### config.mk
export PLATFORM = sky130hd
export DESIGN_NAME = aes_inv_subword
export DESIGN_NICKNAME = d
export VERILOG_FILES = /design/src/rtl/aes_inv_subword.sv
export SDC_FILE = /design/constraint.sdc
export NUM_CORES = 1
export LEC_CHECK = 0
export CORE_AREA = 2 2 123 125
export DETAILED_ROUTE_END_ITERATION = 16
export DIE_AREA = 0 0 125 127
export HOLD_SLACK_MARGIN = 0.03
export SYNTH_ARGS = -nofsm -noshare
export SYNTH_HDL_FRONTEND = slang
export SYNTH_SLANG_ARGS = --single-unit
### constraint.sdc
create_clock -name clk -period 7 [get_ports clk]
set_input_delay 1.4 -clock clk [delete_from_list [all_inputs] [get_ports clk]]
set_output_delay 1.4 -clock clk [all_outputs]
set_load 0.02 [all_outputs]
### src/rtl/aes_inv_subword.sv
`default_nettype none
// ============================================================================
// Module  : aes_inv_subword
// Brief   : Byte-serial AES InvSubWord; one composite-field inverse S-box
//           evaluation per clock, four cycles per 32-bit word.
// Revision: 1.0
// ============================================================================
module aes_inv_subword (
  input  logic        clk,
  input  logic        rst_n,
  input  logic [31:0] in_word,
  input  logic        in_valid,
  output logic        in_ready,
  output logic [31:0] out_word,
  output logic        out_valid,
  input  logic        out_ready,
  output logic        busy
);

  typedef enum logic [1:0] {
    IDLE = 2'd0,
    BUSY = 2'd1,
    DONE = 2'd2
  } state_t;

  // GF(2^4) field constant lambda for the tower z^2 + z + lambda
  localparam logic [3:0] LAMBDA = 4'hC;

  // GF(2^2) in basis {x, 1} with x^2 = x + 1; phi = x
  function automatic logic [1:0] gf2_mul(input logic [1:0] a, input logic [1:0] b);
    gf2_mul = {(a[1] & b[1]) ^ (a[1] & b[0]) ^ (a[0] & b[1]),
               (a[1] & b[1]) ^ (a[0] & b[0])};
  endfunction

  function automatic logic [1:0] gf2_sq(input logic [1:0] a);
    gf2_sq = {a[1], a[1] ^ a[0]};
  endfunction

  function automatic logic [1:0] gf2_scl_phi(input logic [1:0] a);
    gf2_scl_phi = {a[1] ^ a[0], a[1]};
  endfunction

  // GF(2^4) = GF(2^2)[y] / (y^2 + y + phi)
  function automatic logic [3:0] gf4_mul(input logic [3:0] a, input logic [3:0] b);
    logic [1:0] hh;
    hh      = gf2_mul(a[3:2], b[3:2]);
    gf4_mul = {hh ^ gf2_mul(a[3:2], b[1:0]) ^ gf2_mul(a[1:0], b[3:2]),
               gf2_scl_phi(hh) ^ gf2_mul(a[1:0], b[1:0])};
  endfunction

  function automatic logic [3:0] gf4_sq(input logic [3:0] a);
    logic [1:0] hs;
    hs     = gf2_sq(a[3:2]);
    gf4_sq = {hs, gf2_scl_phi(hs) ^ gf2_sq(a[1:0])};
  endfunction

  function automatic logic [3:0] gf4_scl_lambda(input logic [3:0] a);
    gf4_scl_lambda = gf4_mul(a, LAMBDA);
  endfunction

  // Inverse via the GF(2^2) norm; in GF(2^2) e^-1 = e^2 (and 0 maps to 0)
  function automatic logic [3:0] gf4_inv(input logic [3:0] a);
    logic [1:0] e;
    logic [1:0] ei;
    e       = gf2_scl_phi(gf2_sq(a[3:2])) ^ gf2_mul(a[3:2], a[1:0]) ^ gf2_sq(a[1:0]);
    ei      = gf2_sq(e);
    gf4_inv = {gf2_mul(a[3:2], ei), gf2_mul(a[3:2] ^ a[1:0], ei)};
  endfunction

  function automatic logic [7:0] gf8_inv(input logic [7:0] a);
    logic [3:0] d;
    logic [3:0] di;
    d       = gf4_scl_lambda(gf4_sq(a[7:4])) ^ gf4_mul(a[7:4], a[3:0]) ^ gf4_sq(a[3:0]);
    di      = gf4_inv(d);
    gf8_inv = {gf4_mul(a[7:4], di), gf4_mul(a[7:4] ^ a[3:0], di)};
  endfunction

  // Isomorphism between the AES polynomial basis and the tower field
  function automatic logic [7:0] map_in(input logic [7:0] x);
    map_in = {x[7] ^ x[5],
              x[7] ^ x[6] ^ x[4] ^ x[3] ^ x[2] ^ x[1],
              x[7] ^ x[5] ^ x[3] ^ x[2],
              x[7] ^ x[5] ^ x[3] ^ x[2] ^ x[1],
              x[7] ^ x[6] ^ x[2] ^ x[1],
              x[7] ^ x[4] ^ x[3] ^ x[2] ^ x[1],
              x[6] ^ x[4] ^ x[1],
              x[6] ^ x[1] ^ x[0]};
  endfunction

  function automatic logic [7:0] map_out(input logic [7:0] x);
    map_out = {x[7] ^ x[6] ^ x[5] ^ x[1],
               x[6] ^ x[2],
               x[6] ^ x[5] ^ x[1],
               x[6] ^ x[5] ^ x[4] ^ x[2] ^ x[1],
               x[5] ^ x[4] ^ x[3] ^ x[2] ^ x[1],
               x[7] ^ x[4] ^ x[3] ^ x[2] ^ x[1],
               x[5] ^ x[4],
               x[6] ^ x[5] ^ x[4] ^ x[2] ^ x[0]};
  endfunction

  // Inverse affine first, then field inversion
  function automatic logic [7:0] inv_sbox(input logic [7:0] x);
    logic [7:0] y;
    y        = {x[6:0], x[7]} ^ {x[4:0], x[7:5]} ^ {x[1:0], x[7:2]} ^ 8'h05;
    inv_sbox = map_out(gf8_inv(map_in(y)));
  endfunction

  state_t      state_q, state_d;
  logic [1:0]  cnt_q, cnt_d;
  logic [31:0] word_q, word_d;
  logic [31:0] out_word_q, out_word_d;
  logic        out_valid_q, out_valid_d;
  logic        accept;
  logic [4:0]  byte_lsb;
  logic [7:0]  byte_inv;

  assign in_ready  = (state_q == IDLE) || ((state_q == DONE) && out_ready);
  assign accept    = in_valid && in_ready;
  assign busy      = (state_q == BUSY);
  assign out_word  = out_word_q;
  assign out_valid = out_valid_q;
  assign byte_lsb  = {cnt_q, 3'b000};
  assign byte_inv  = inv_sbox(word_q[byte_lsb +: 8]);

  always_comb begin
    state_d     = state_q;
    cnt_d       = cnt_q;
    word_d      = word_q;
    out_word_d  = out_word_q;
    out_valid_d = out_valid_q;
    case (state_q)
      IDLE: begin
        if (accept) begin
          word_d  = in_word;
          cnt_d   = 2'd0;
          state_d = BUSY;
        end
      end
      BUSY: begin
        out_word_d[byte_lsb +: 8] = byte_inv;
        cnt_d = cnt_q + 2'd1;
        if (cnt_q == 2'd3) begin
          state_d     = DONE;
          out_valid_d = 1'b1;
        end
      end
      DONE: begin
        if (out_ready) begin
          out_valid_d = 1'b0;
          if (accept) begin
            word_d  = in_word;
            cnt_d   = 2'd0;
            state_d = BUSY;
          end else begin
            state_d = IDLE;
          end
        end
      end
      default: state_d = IDLE;
    endcase
  end

  always_ff @(posedge clk or negedge rst_n) begin
    if (!rst_n) begin
      state_q     <= IDLE;
      cnt_q       <= 2'd0;
      word_q      <= 32'd0;
      out_word_q  <= 32'd0;
      out_valid_q <= 1'b0;
    end else begin
      state_q     <= state_d;
      cnt_q       <= cnt_d;
      word_q      <= word_d;
      out_word_q  <= out_word_d;
      out_valid_q <= out_valid_d;
    end
  end

endmodule
`default_nettype wire

## After elaboration in Yosys (flattened, before gate mapping)

Index checks and enable logic that the tools add are counted.
W data, S select, Z words.

- Bits in latches: 0
- Memories kept: 0
- Bits in writable memories: 0
- Logic and storage cells: 220
- Memory bits (read-only): 0
- Input port bits: 36
- Register bits after elaboration: 69

- Div/mod/pow operators: 0
- $mul: 0
- Reduce and logical (&&, ||, !) cells: 11
- Eq/ne operators: 6
- $add $sub $neg: 2
- Shifts and indexed selects: 3
- Order comparisons: 0
- Bitwise logic cells: 178
- Mux-type cells: 15

Operators with widths:

| operator | number |
|---|---|
| $xor A1 B1 Y1 | 97 |
| $mux W32 | 2 |
| $pmux W32 S2 | 1 |
| $and A1 B1 Y1 | 60 |
| $bwmux W32 | 1 |
| $shift A8 B7 Y32 const A | 1 |
| $shiftx A32 B6 Y8 | 1 |
| $shiftx A8 B7 Y32 | 1 |
| $xor A2 B2 Y2 | 15 |
| $xor A8 B8 Y8 | 2 |
| $pmux W2 S3 | 2 |
| $xor A4 B4 Y4 | 3 |
| $mux W2 | 5 |
| $neg A5 Y7 | 1 |
| $reduce_and A3 Y1 | 2 |
| $eq A2 B2 Y1 const B | 2 |
| $ne A2 B2 Y1 const B | 2 |
| $reduce_and A2 Y1 | 2 |
| $reduce_bool A2 Y1 | 2 |
| $mux W1 | 3 |
| $reduce_bool A3 Y1 | 1 |
| $add A2 B1 Y2 const B | 1 |
| $eq A2 B1 Y1 const B | 1 |
| $logic_and A1 B1 Y1 | 2 |
| 5 further kinds | 5 |

## Longest topological paths before layout

Gate-level depths: netlist of run 1.

- Depth in word-level cells: 35
- Gate-level depth with buffers: 29

## Least setup slack after synthesis of run 1

OpenSTA, ideal clock, no wires.

- Path kind: flip-flop to flip-flop
- Start: register cnt_q[0]
- End: register out_word_q[15] (netlist: out_word[15])
- Period minus slack after synthesis: 6679 ps
- Arrival: 6558 ps
- Buffers on the path: 3
- Stages on the path, launching flop included: 29
- Library setup time: 121 ps
- Setup slack: 321 ps
- Path through: dfrtp_1 buf_6 mux4_2 buf_6 xor2_4 xor2_2 inv_2 xnor2_1 inv_1 ha_1 xnor2_1 xnor2_1 xnor2_1 xnor2_1 xnor3_2 clkinv_4 ha_1 clkbuf_1 inv_1 nand2_1 a31oi_1 a222oi_1 nand3_1 mux2_2 a221oi_2 xnor2_2 xnor3_2 xor2_2 a22o_1

- Cells in the longest elaborated chain, start to end: 34
- Elaborated cells on any way between the ends: 183
- Classes of those cells: add/sub (1); shift (3); mux (1); bitwise (178)

RTL lines:

| element | line | RTL |
|---|---|---|
| start: declaration | 109 | `logic [1:0] cnt_q, cnt_d;` |
| start signal: assignment | 172 | `cnt_q <= cnt_d;` |
| $shiftx A32 B6 Y8 | 123 | `assign byte_inv = inv_sbox(word_q[byte_lsb +: 8]);` |
| $xor A8 B8 Y8 (2 in a row) | 104 | `y = {x[6:0], x[7]} ^ {x[4:0], x[7:5]} ^ {x[1:0], x[7:2]} ^ 8'h05;` |
| $xor A1 B1 Y1, on equally long branches | 81, 84, 85 |  |
| $xor A1 B1 Y1, on equally long branches (3 in a row) | 81, 85 |  |
| $xor A1 B1 Y1 / $and A1 B1 Y1 (equally long branches) | 81, 31 |  |
| $xor A1 B1 Y1, or another cell as far along | 36 | `gf2_sq = {a[1], a[1] ^ a[0]};` |
| $xor A1 B1 Y1, on equally long branches | 32, 40, 31 |  |
| $xor A2 B2 Y2, or another cell as far along | 54 | `gf4_sq = {hs, gf2_scl_phi(hs) ^ gf2_sq(a[1:0])};` |
| (+10 left out) | n/a |  |
| $xor A1 B1 Y1 (2 in a row) | 31 | `gf2_mul = {(a[1] & b[1]) ^ (a[1] & b[0]) ^ (a[0] & b[1]),` |
| $and A1 B1 Y1 | 31, 32 |  |
| $xor A1 B1 Y1 (2 in a row) | 31 |  |
| $xor A1 B1 Y1 / $xor A2 B2 Y2 (equally long branches) | 40, 47 |  |
| $xor A2 B2 Y2, on equally long branches | 48, 47 |  |
| $xor A1 B1 Y1, on equally long branches (4 in a row) | n/a |  |
| $shiftx A8 B7 Y32 | 140 | `out_word_d[byte_lsb +: 8] = byte_inv;` |
| $bwmux W32 (*) | 140 |  |
| end signal: assignment | 174 | `out_word_q <= out_word_d;` |
| end: declaration | 111 | `logic [31:0] out_word_q, out_word_d;` |

Mark *: on every way between the ends. The rest lies on a longest branch, timed or not.
A chain may end at the register's enable or synchronous reset.

## Worst setup path after layout of run 1

- Start: register cnt_q[0]
- End: register out_word_q[18] (netlist: out_word[18])

Same word-level chain as after synthesis.

==> results.txt, run 1 <==
Final instance area: 6390 um2
Final Util: 44.3%
First-pass GRT wire length: 21300 um
Final Hold Fails: 0
Initial drt markers: 241
Total half-perimeter wirelength after legalization and detailed placement: 9610 um
Shortest period the worst path allows: 6530 ps
Clock buffer depth: 2
Post-synthesis share of cell area spent on xor and xnor gates: 15.5%
Sequential cell area: 1730 um2
Final cell count without fillers: 831
Seq/Total Area, Yosys: 34.3%
Worst rel slew slack: 29.1%
Distinct cell type count after synthesis: 71
Area share of the largest cell type after synthesis: 34.3%
Latest clock arrival within the worst-skew pair: 330 ps
Syn_nets: 604
Number of register bits inferred by synthesis: 69
Combined area of all synthesized cells: 5030 um2
Multiplexer area fraction after synthesis: 5.25%
Die boundary height: 127 um
Cell at the root of the clock tree: clkbuf_16
Initial core utilization: 34.9%
Busiest layer in global routing: met2
Final ANT Viol Nets: 0
Number of antenna violations at the first check in global routing: 0
Count of yosys warnings during synthesis: 0
Number of enable flip-flop cells after synthesis: 0
Fraction of final layout cells sized beyond drive strength 1: 13.9%
Met1 usage: 22.8%
Grt met2 use: 25.9%
Cell area after placement: 5960 um2
Diode count: 0
Number of pins exceeding their max-slew limit in the final report: 0
Remaining global-route overflow: 0
Most used DFF post-synth: dfrtp_1
Post-synthesis share of cell area spent on and, or, nand and nor gates: 20.7%
Most frequent cells in the layout: nand2_1, dfrtp_1, clkdlybuf4s50_1, nor2_1, buf_4
Most frequent standard cell in the layout excluding fill and tap cells: nand2_1
Width of the die: 125 um
Timing-limited maximum frequency: 0.153 GHz
1st-pass router iterations: 4
Detail-routed via count per cell: 5.20
Required time of the critical path: 7250 ps
Slowest cell on the critical path: mux4_2
I/O pin count: 71
Number of port buffers: 70
# H-tree levels: 3
Fraction of registers with async set/reset: 100%
Leading cell types by total area after synthesis: dfrtp_1, nand2_1, xnor2_1, mux4_2, a22o_1
Worst clock skew: 4.61 ps
Final-report setup violation count: 0
Std cell rows: 44
Kind of start point of the critical path: flop
Crit. End Element: flop
Met3 GRT Util: 2.68%
Multi-input logic area: 3110 um2
Total of hold buffers inserted after clock tree synthesis: 0
Synth-to-Final Area Change: 26.9%
Crit path largest cell delay: 620 ps
Total global-route track usage: 16.3%
Vias in the first global route: 4297
Category of the most critical setup path: flop to flop
Synth Area in Compound Gates: 17.0%
Core area: 14400 um2
Weighted congestion reported at the end of routability-driven placement: 0.845
Number of inserted filler cells in the final layout: 1450
Period utilisation layout: 93.3%
Worst path arrival time: 6780 ps
Clock tree from TritonCTS: built
Routed wire length per instance: 15.3 um
Largest family of logic cells by synthesized area: simple AND/OR/NAND/NOR gates
Post-synthesis share of cell area spent on full adders, half adders and majority gates: 2.74%
# nets final: 689
Die ar.: 15900 um2
Cell total after placement: 805
Syn Inst Count: 557
Cell type contributing the most total cell area after synthesis: dfrtp_1
Routed WL: 12800 um
Vias post-DR: 4325
Maximum number of pins on one net before global-route repair: 70
Result of the run: finished clean
Slew at the pin closest to its max-slew limit: 1060 ps
Average cell area after synthesis: 9.03 um2
# DRC: 0
Clock sink count: 69
Max-capacitance violation count: 0
Cell occurring most often along the worst timing path: xnor2_1
Hold crit path type: flop to flop
Maximum fanout along the worst path: 11
Hold_ws: 474 ps
Cts bufs inserted: 9
Clock edge transition at the registers on the reported setup and hold paths: 50 ps
Unrepaired setup endpoints after global routing: false
kinds of logic after synthesis:
family | after synthesis
xor gates and xnor gates | 60
muxes | 16
AOI/OAI and AO/OA | 120
and+or+nand+nor | 238
buffers and inverters | 43
adders and majority gates | 11
DFF | 69
stage by stage:
step                setup slack [ps]  setup TNS [ps]
CTS                             63.6               0
global placement                13.9               0
global route                    22.1               0
floorplan                        321               0
finish                           469               0
detailed placement             -29.8           -70.1
final timing paths:
| path | end | start | slack [ps] | depth (start not counted) |
|---|---|---|---|---|
| max | out_word[18] | cnt_q[0] | 470 | 26 |
| min | word_q[0] | word_q[0] | 470 | 2 |
| max reg2reg | out_word[18] | cnt_q[0] | 470 | 26 |
| min reg2reg | word_q[0] | word_q[0] | 470 | 2 |
| max in group asynchronous | word_q[4] | rst_n | 5150 | 2 |
| min in group asynchronous | out_word[12] | rst_n | 1270 | 2 |
critical path: cells and delay by family, from the launching register on:
family | cells | cell delay (ps)
compound gates | 5 | 1020
xor+xnor | 11 | 2740
fa+ha+maj | 2 | 560
buf+inv | 4 | 500
flops | 1 | 310
mux | 2 | 980
simple gates | 2 | 340
sequential cells by signal, summed over array words and instances (netlist names):
name and cells:
cnt_q 2, out_valid 1, out_word 32, state_q 2, word_q 32
Yosys cell counts, types with 3 or more instances:
library cell	n
nand2_1	146
dfrtp_1	69
nor2_1	35
xnor2_1	30
o21ai_0	25
a22o_1	18
a21oi_1	17
clkbuf_1	13
o21ai_1	12
ha_1	11
inv_1	10
nand3_1	9
buf_2	8
mux4_2	8
xor2_1	8
nand2b_1	7
nor3_1	7
xnor2_2	7
and2_1	6
nand4_1	6
o211a_1	6
a22oi_1	5
mux2i_1	5
o22ai_1	5
buf_6	4
nor2b_1	4
o211ai_1	4
xnor3_1	4
xor2_2	4
a211oi_1	3
mux2_2	3
o31ai_1	3
or3_1	3
timing repair:
action / CTS / global route
resized for setup: 1 / 4
pin swaps: 0 / 2
endpoints found under the setup margin: 7 / 28
buffers inserted: 0 / 10
final cells by class:
type	count	share of cell area [%]
clock buffers	11	3.64
inverters	14	0.901
well taps	184	3.61
flip-flops and latches	69	27.0
clock inverters	5	1.31
repair buffers	103	14.8
multi-input cells	445	48.7
per-layer routing:
metal	routed length, um	vias up
li1	-	2110
met1	6060	2066
met2	5870	122
met3	534	27
met4	298	0
met5	0	-
Power of run 1 is left out: the tool's default activity adds up to more than one toggle a clock period on the data nets, which glitch-free logic cannot reach.
==> inputs of run 2 (changes only) <==
- CAP_MARGIN: unset -> 20
==> results.txt, run 2 (synthesis gave the netlist of run 1 again) <==
Result of the run: finished clean
Vias post-DR: 4321 (-0.092%)
Detail-routed via count per cell: 5.19 (-0.21%)
Maximum number of pins on one net before global-route repair: 70 (unchanged)
Total half-perimeter wirelength after legalization and detailed placement: 9610 um (unchanged)
Origin of the worst min-delay path: word_q[9]
Hold EP: word_q[9]
Crit path largest cell delay: 620 ps (about the same)
Hold crit path type: flop to flop
Reg2reg end: out_word[18]
First-pass GRT wire length: 21300 um (unchanged)
# nets final: 690 (+0.15%)
Clock buffer depth: 2 (unchanged)
Placement Setup Slack: -29.8 ps (unchanged)
Maximum fanout along the worst path: 11 (unchanged)
Number of antenna violations at the first check in global routing: 0 (unchanged)
Number of pins exceeding their max-slew limit in the final report: 0 (unchanged)
# DRC: 0 (unchanged)
Cell area after placement: 5960 um2 (unchanged)
Worst clock skew: 4.75 ps (+0.148 ps)
Core area: 14400 um2 (unchanged)
Routed wire length per instance: 15.3 um (-0.23%)
Total global-route track usage: 16.3% (unchanged)
Routed WL: 12700 um (-0.11%)
Fraction of final layout cells sized beyond drive strength 1: 14.0% (+0.13 points)
Clock edge transition at the registers on the reported setup and hold paths: 50 ps (about the same)
CP delay by family, top: XOR/XNOR gates
Combined buffer and inverter count along the critical path: 4 (unchanged)
Initial core utilization: 34.9% (unchanged)
Total of hold buffers inserted after clock tree synthesis: 0 (unchanged)
Std cell rows: 44 (unchanged)
Die boundary height: 127 um (unchanged)
Required time of the critical path: 7250 ps (about the same)
Final instance area: 6410 um2 (+0.43%)
Hold Crit Depth: 2 (unchanged)
Kind of start point of the critical path: flop
Period utilisation layout: 92.9% (-0.36 points)
Clock sink count: 69 (unchanged)
Sequential cell area: 1730 um2 (unchanged)
Latest clock arrival within the worst-skew pair: 330 ps (about the same)
Timing-limited maximum frequency: 0.154 GHz (+0.39%)
Slew at the pin closest to its max-slew limit: 1010 ps (-48.2 ps)
Final Util: 44.5% (+0.19 points)
R2r setup slk: 490 ps (+30 ps)
Final worst-path setup slack: 494 ps (+25.4 ps)
Final-report setup violation count: 0 (unchanged)
Number of inserted filler cells in the final layout: 1441 (-0.62%)
Vias in the first global route: 4297 (unchanged)
Slowest cell on the critical path: mux4_2
Remaining global-route overflow: 0 (unchanged)
Worst Reg2Reg Path Length in Cells: 26 (unchanged)
Synth-to-Final Area Change: 27.5%
Crit. End Element: flop
Launching point of the worst reg2reg path: cnt_q[0]
Cell occurring most often along the worst timing path: xnor2_1
Cell at the root of the clock tree: clkbuf_16
Width of the die: 125 um (unchanged)
Most frequent cells in the layout: nand2_1, dfrtp_1, clkdlybuf4s50_1, nor2_1, buf_4
Multi-input logic area: 3110 um2 (unchanged)
Die ar.: 15900 um2 (unchanged)
I/O pin count: 71 (unchanged)
Category of the most critical setup path: flop to flop
# H-tree levels: 3 (unchanged)
Shortest period the worst path allows: 6510 ps (-25.4 ps)
Worst rel slew slack: 32.5% (+3.4 points)
Most frequent standard cell in the layout excluding fill and tap cells: nand2_1
Weighted congestion reported at the end of routability-driven placement: 0.845 (unchanged)
1st-pass router iterations: 4 (unchanged)
Worst path arrival time: 6760 ps (-20 ps)
Final ANT Viol Nets: 0 (unchanged)
Cts bufs inserted: 9 (unchanged)
Number of port buffers: 70 (unchanged)
Max-capacitance violation count: 0 (unchanged)
Final Hold Fails: 0 (unchanged)
Initial drt markers: 228 (-5.4%)
Clock tree from TritonCTS: built
Diode count: 0 (unchanged)
Unrepaired setup endpoints after global routing: false
## run 2: cell types whose count changed in the layout (fill, tap and decap cells not counted), sizes merged
cell  previous run  this run
buf             34        35
## run 2: how the worst max path moves through the flow
stage                   from      endpoint  slack [ps]  cells past startpoint
global placement    cnt_q[0]  out_word[19]          10                     25
floorplan           cnt_q[0]  out_word[15]         320                     28
CTS                 cnt_q[0]  out_word[19]          60                     26
finish              cnt_q[0]  out_word[18]         490                     26
detailed placement  cnt_q[0]  out_word[11]         -30                     26
global route        cnt_q[0]  out_word[18]          20                     25
## run 2: routing by layer
metal  vias to the layer above  track usage [%]  share of wire, %
met1                      2067             22.8                47
met4                         0             5.29               2.3
met2                       115             25.9                46
met3                        25             2.68               4.1
met5                         -                0                 0
li1                       2114                -                 -
## run 2: worst reg2reg max path: stages (launching register included)
cell      delay, ps
dfrtp_1         310
buf_4           180
mux4_2          630
xnor2_2         240
xor2_2          180
inv_2           110
xnor2_1         260
inv_1            90
ha_1            200
xnor2_1         260
xnor2_1         180
xnor2_1         160
xnor2_1         150
xnor3_2         300
clkinv_4        130
ha_4            350
nand2_1          60
a21oi_1         210
a21oi_1         120
o221ai_1        280
or2_1           270
mux2_2          360
a22oi_1         250
xnor2_2         200
xor2_2          280
xor3_2          540
o21ai_1         140
## run 2: timing repair
item	4_1_cts	5_1_grt
pin swaps	0	2
endpoints found under the setup margin	7	28
resized for setup	1	4
setup buffers	0	10
## run 2: final cells by class
cell class	instances	share of cell area, %
tap	184	3.59
sequential	69	26.9
clock buffer	11	3.63
inverter	14	0.897
multi-input combinational	445	48.5
timing repair buffer	104	15.1
clock inverter	5	1.31
## run 2: through the flow
step | cells | hold slack [ps] | setup TNS [ps]
4_1_cts | 821 | 476 | 0
3_5_place_dp | 805 | 463 | -70.1
3_3_place_gp | 805 | 458 | 0
5_1_grt | 832 | 493 | 0
6_report | 832 | 475 | 0
2_1_floorplan | 557 | 440 | 0
Power of run 2 is left out for the same reason.
==> patch (config.mk and constraints of run 2) <==
Make the reset (`rst_n`) synchronous in one clocked block.
--- a/src/rtl/aes_inv_subword.sv
+++ b/src/rtl/aes_inv_subword.sv
@@ -160,7 +160,7 @@
     endcase
   end
 
-  always_ff @(posedge clk or negedge rst_n) begin
+  always_ff @(posedge clk) begin
     if (!rst_n) begin
       state_q     <= IDLE;
       cnt_q       <= 2'd0;
Function: differs if rst_n is asserted again (counterexample within 4 cycles, from zero or initial values and one cycle with rst_n low); with rst_n held inactive, the same outputs for 4 cycles.
==> patch against run 2 <==
- design area up 2.8%
- via count up 9.2%
- critical path depth down 2
- wire length up 6.1%
- die area unchanged
- setup slack worse by 0.072 ns
- sequential cell count unchanged
- synthesized area up 5.2%
Power is left out: the tool's default activity adds up to more than one toggle a clock period on the data nets, which glitch-free logic cannot reach.
==> patch: results (changes against run 2) <==
Outcome
  • Run status: finished clean

Synth
  • Proportion of synthesized area in mux cells: 5.91% (+0.66 points)
  • Cells after Synth: 616 (+11%)
  • Synth Area in Adders: 2.60% (-0.13 points)
  • Top cells by area, synth: dfxtp_1 26%, nand2_1 8.3%, xnor2_1 6.5%
  • Post-synthesis compound-gate area fraction: 19.8% (+2.9 points)
  • Sequential-to-total area share from yosys stat: 26.1% (-8.2 points)
  • Async SR Flop Fraction: 0% (-100 points)
  • Commonest cells in the netlist: 117 x nand2_1, 69 x dfxtp_1, 39 x xnor2_1, 34 x a21boi_0
  • Prevailing post-synth register cell: dfxtp_1
  • Synth unique cells: 82 (+15%)

STA
  • Worst slew pin tran: 0.648 ns (-0.364 ns)
  • Hold Slack: 0.451 ns (-0.0244 ns)
  • Clk_skew: 0.00574 ns (+0.000988 ns)

Global route
  • Met1 Use GR: 22.6% (-0.14 points)
  • Grt met3 use: 2.26% (-0.42 points)
  • Vias in the first global route: 4,458 (+3.7%)
  • Total track usage: 16.6% (+0.30 points)
  • Largest net degree at the start of global routing: 62 (-11%)
  • Grt met2 use: 27.3% (+1.4 points)
  • Global-route wire length before repair: 22,000 um (+2.9%)

Detailed routing
  • Highest routed layer: met4
  • DR iter-0 viols: 252 (+11%)
  • M1 wire length: 6470 um (+7.2%)
  • Wire length on met3: 559 um (+6.1%)
  • Wire length per cell: 15.5 um (+1.1%)
  • Pre-antenna DRT Iters: 5 (+1)
  • Via/cell ratio: 5.41 (+4.1%)
  • Wire length on met2: 6280 um (+6.5%)

Layout
  • Post-Layout Cell Count: 873 (+4.9%)
  • Fill cell count: 1,456 (+1.0%)

Placed design
  • DP HPWL: 10,100 um (+5.0%)
  • Routability congestion estimate: 0.902 (+6.7%)
  • Placed Instances: 855 (+6.2%)

Worst setup path
  • Flop2flop setup slack: 0.42 ns (-0.07 ns)
  • Reg2Reg Launch Point: cnt_q[0]
  • Data arrival, critical path: 6.79 ns (+0.03 ns)
  • Worst r2r dst: out_word[23]
  • R2R cell count: 24 (-7.7%)

Min path
  • End of the worst hold path: out_word[10]

Floorplan
  • Starting Density: 36.7% (+1.8 points)
==> patch: critical path, cell delays in order, from the launching register on <==
cell and delay, ns:
dfxtp_4 0.43, mux4_2 0.61, xnor2_2 0.19, xnor2_1 0.26
xnor2_1 0.15, ha_1 0.16, xnor3_1 0.40, xnor3_2 0.43
xnor2_2 0.16, and3_1 0.22, or2_4 0.30, inv_4 0.14
ha_4 0.21, buf_4 0.17, xnor2_1 0.13, xnor2_1 0.10
nor3_2 0.17, a31o_2 0.15, buf_4 0.20, nand3_1 0.19
a21oi_2 0.22, xnor3_2 0.44, xnor3_2 0.46, xnor3_1 0.29
a32o_1 0.28
==> patch: final cells by class <==
class	count	area, um^2	area share [%]
well taps	184	230	3.49
clock buffers	12	267	4.04
clock inverters	1	7.51	0.114
repair buffers	104	996	15.1
multi-input cells	492	3670	55.6
inverters	11	43.8	0.664
flip-flops and latches	69	1390	21.0
==> patch: repair_timing <==
action                                 4_1_cts  5_1_grt
gates resized for setup                      3        7
hold buffers                                 0        0
endpoints found under the hold margin        0        0
pin swaps                                    0        1
setup endpoints to repair                   24       24
setup buffers                                0        3
==> patch: worst max-delay path by stage <==
| stage | from | end | slack (ns) | cells after the start |
|---|---|---|---|---|
| final | cnt_q[0] | out_word[23] | 0.42 | 24 |
| after global routing | cnt_q[0] | out_word[10] | 0.006 | 23 |
| after CTS | cnt_q[0] | out_word[23] | 0.09 | 24 |
| after detailed placement | cnt_q[0] | out_word[29] | -0.19 | 24 |
| after global placement | cnt_q[0] | out_word[29] | 0.06 | 24 |
| after floorplan | cnt_q[0] | out_word[26] | 0.07 | 27 |
==> patch: through the flow <==
stage	cell area, um^2	worst slack [ns]
after floorplan	5300	0.0682
after global placement	6190	0.0589
after detailed placement	6190	-0.189
after CTS	6470	0.0908
after global routing	6600	0.00567
final	6600	0.422
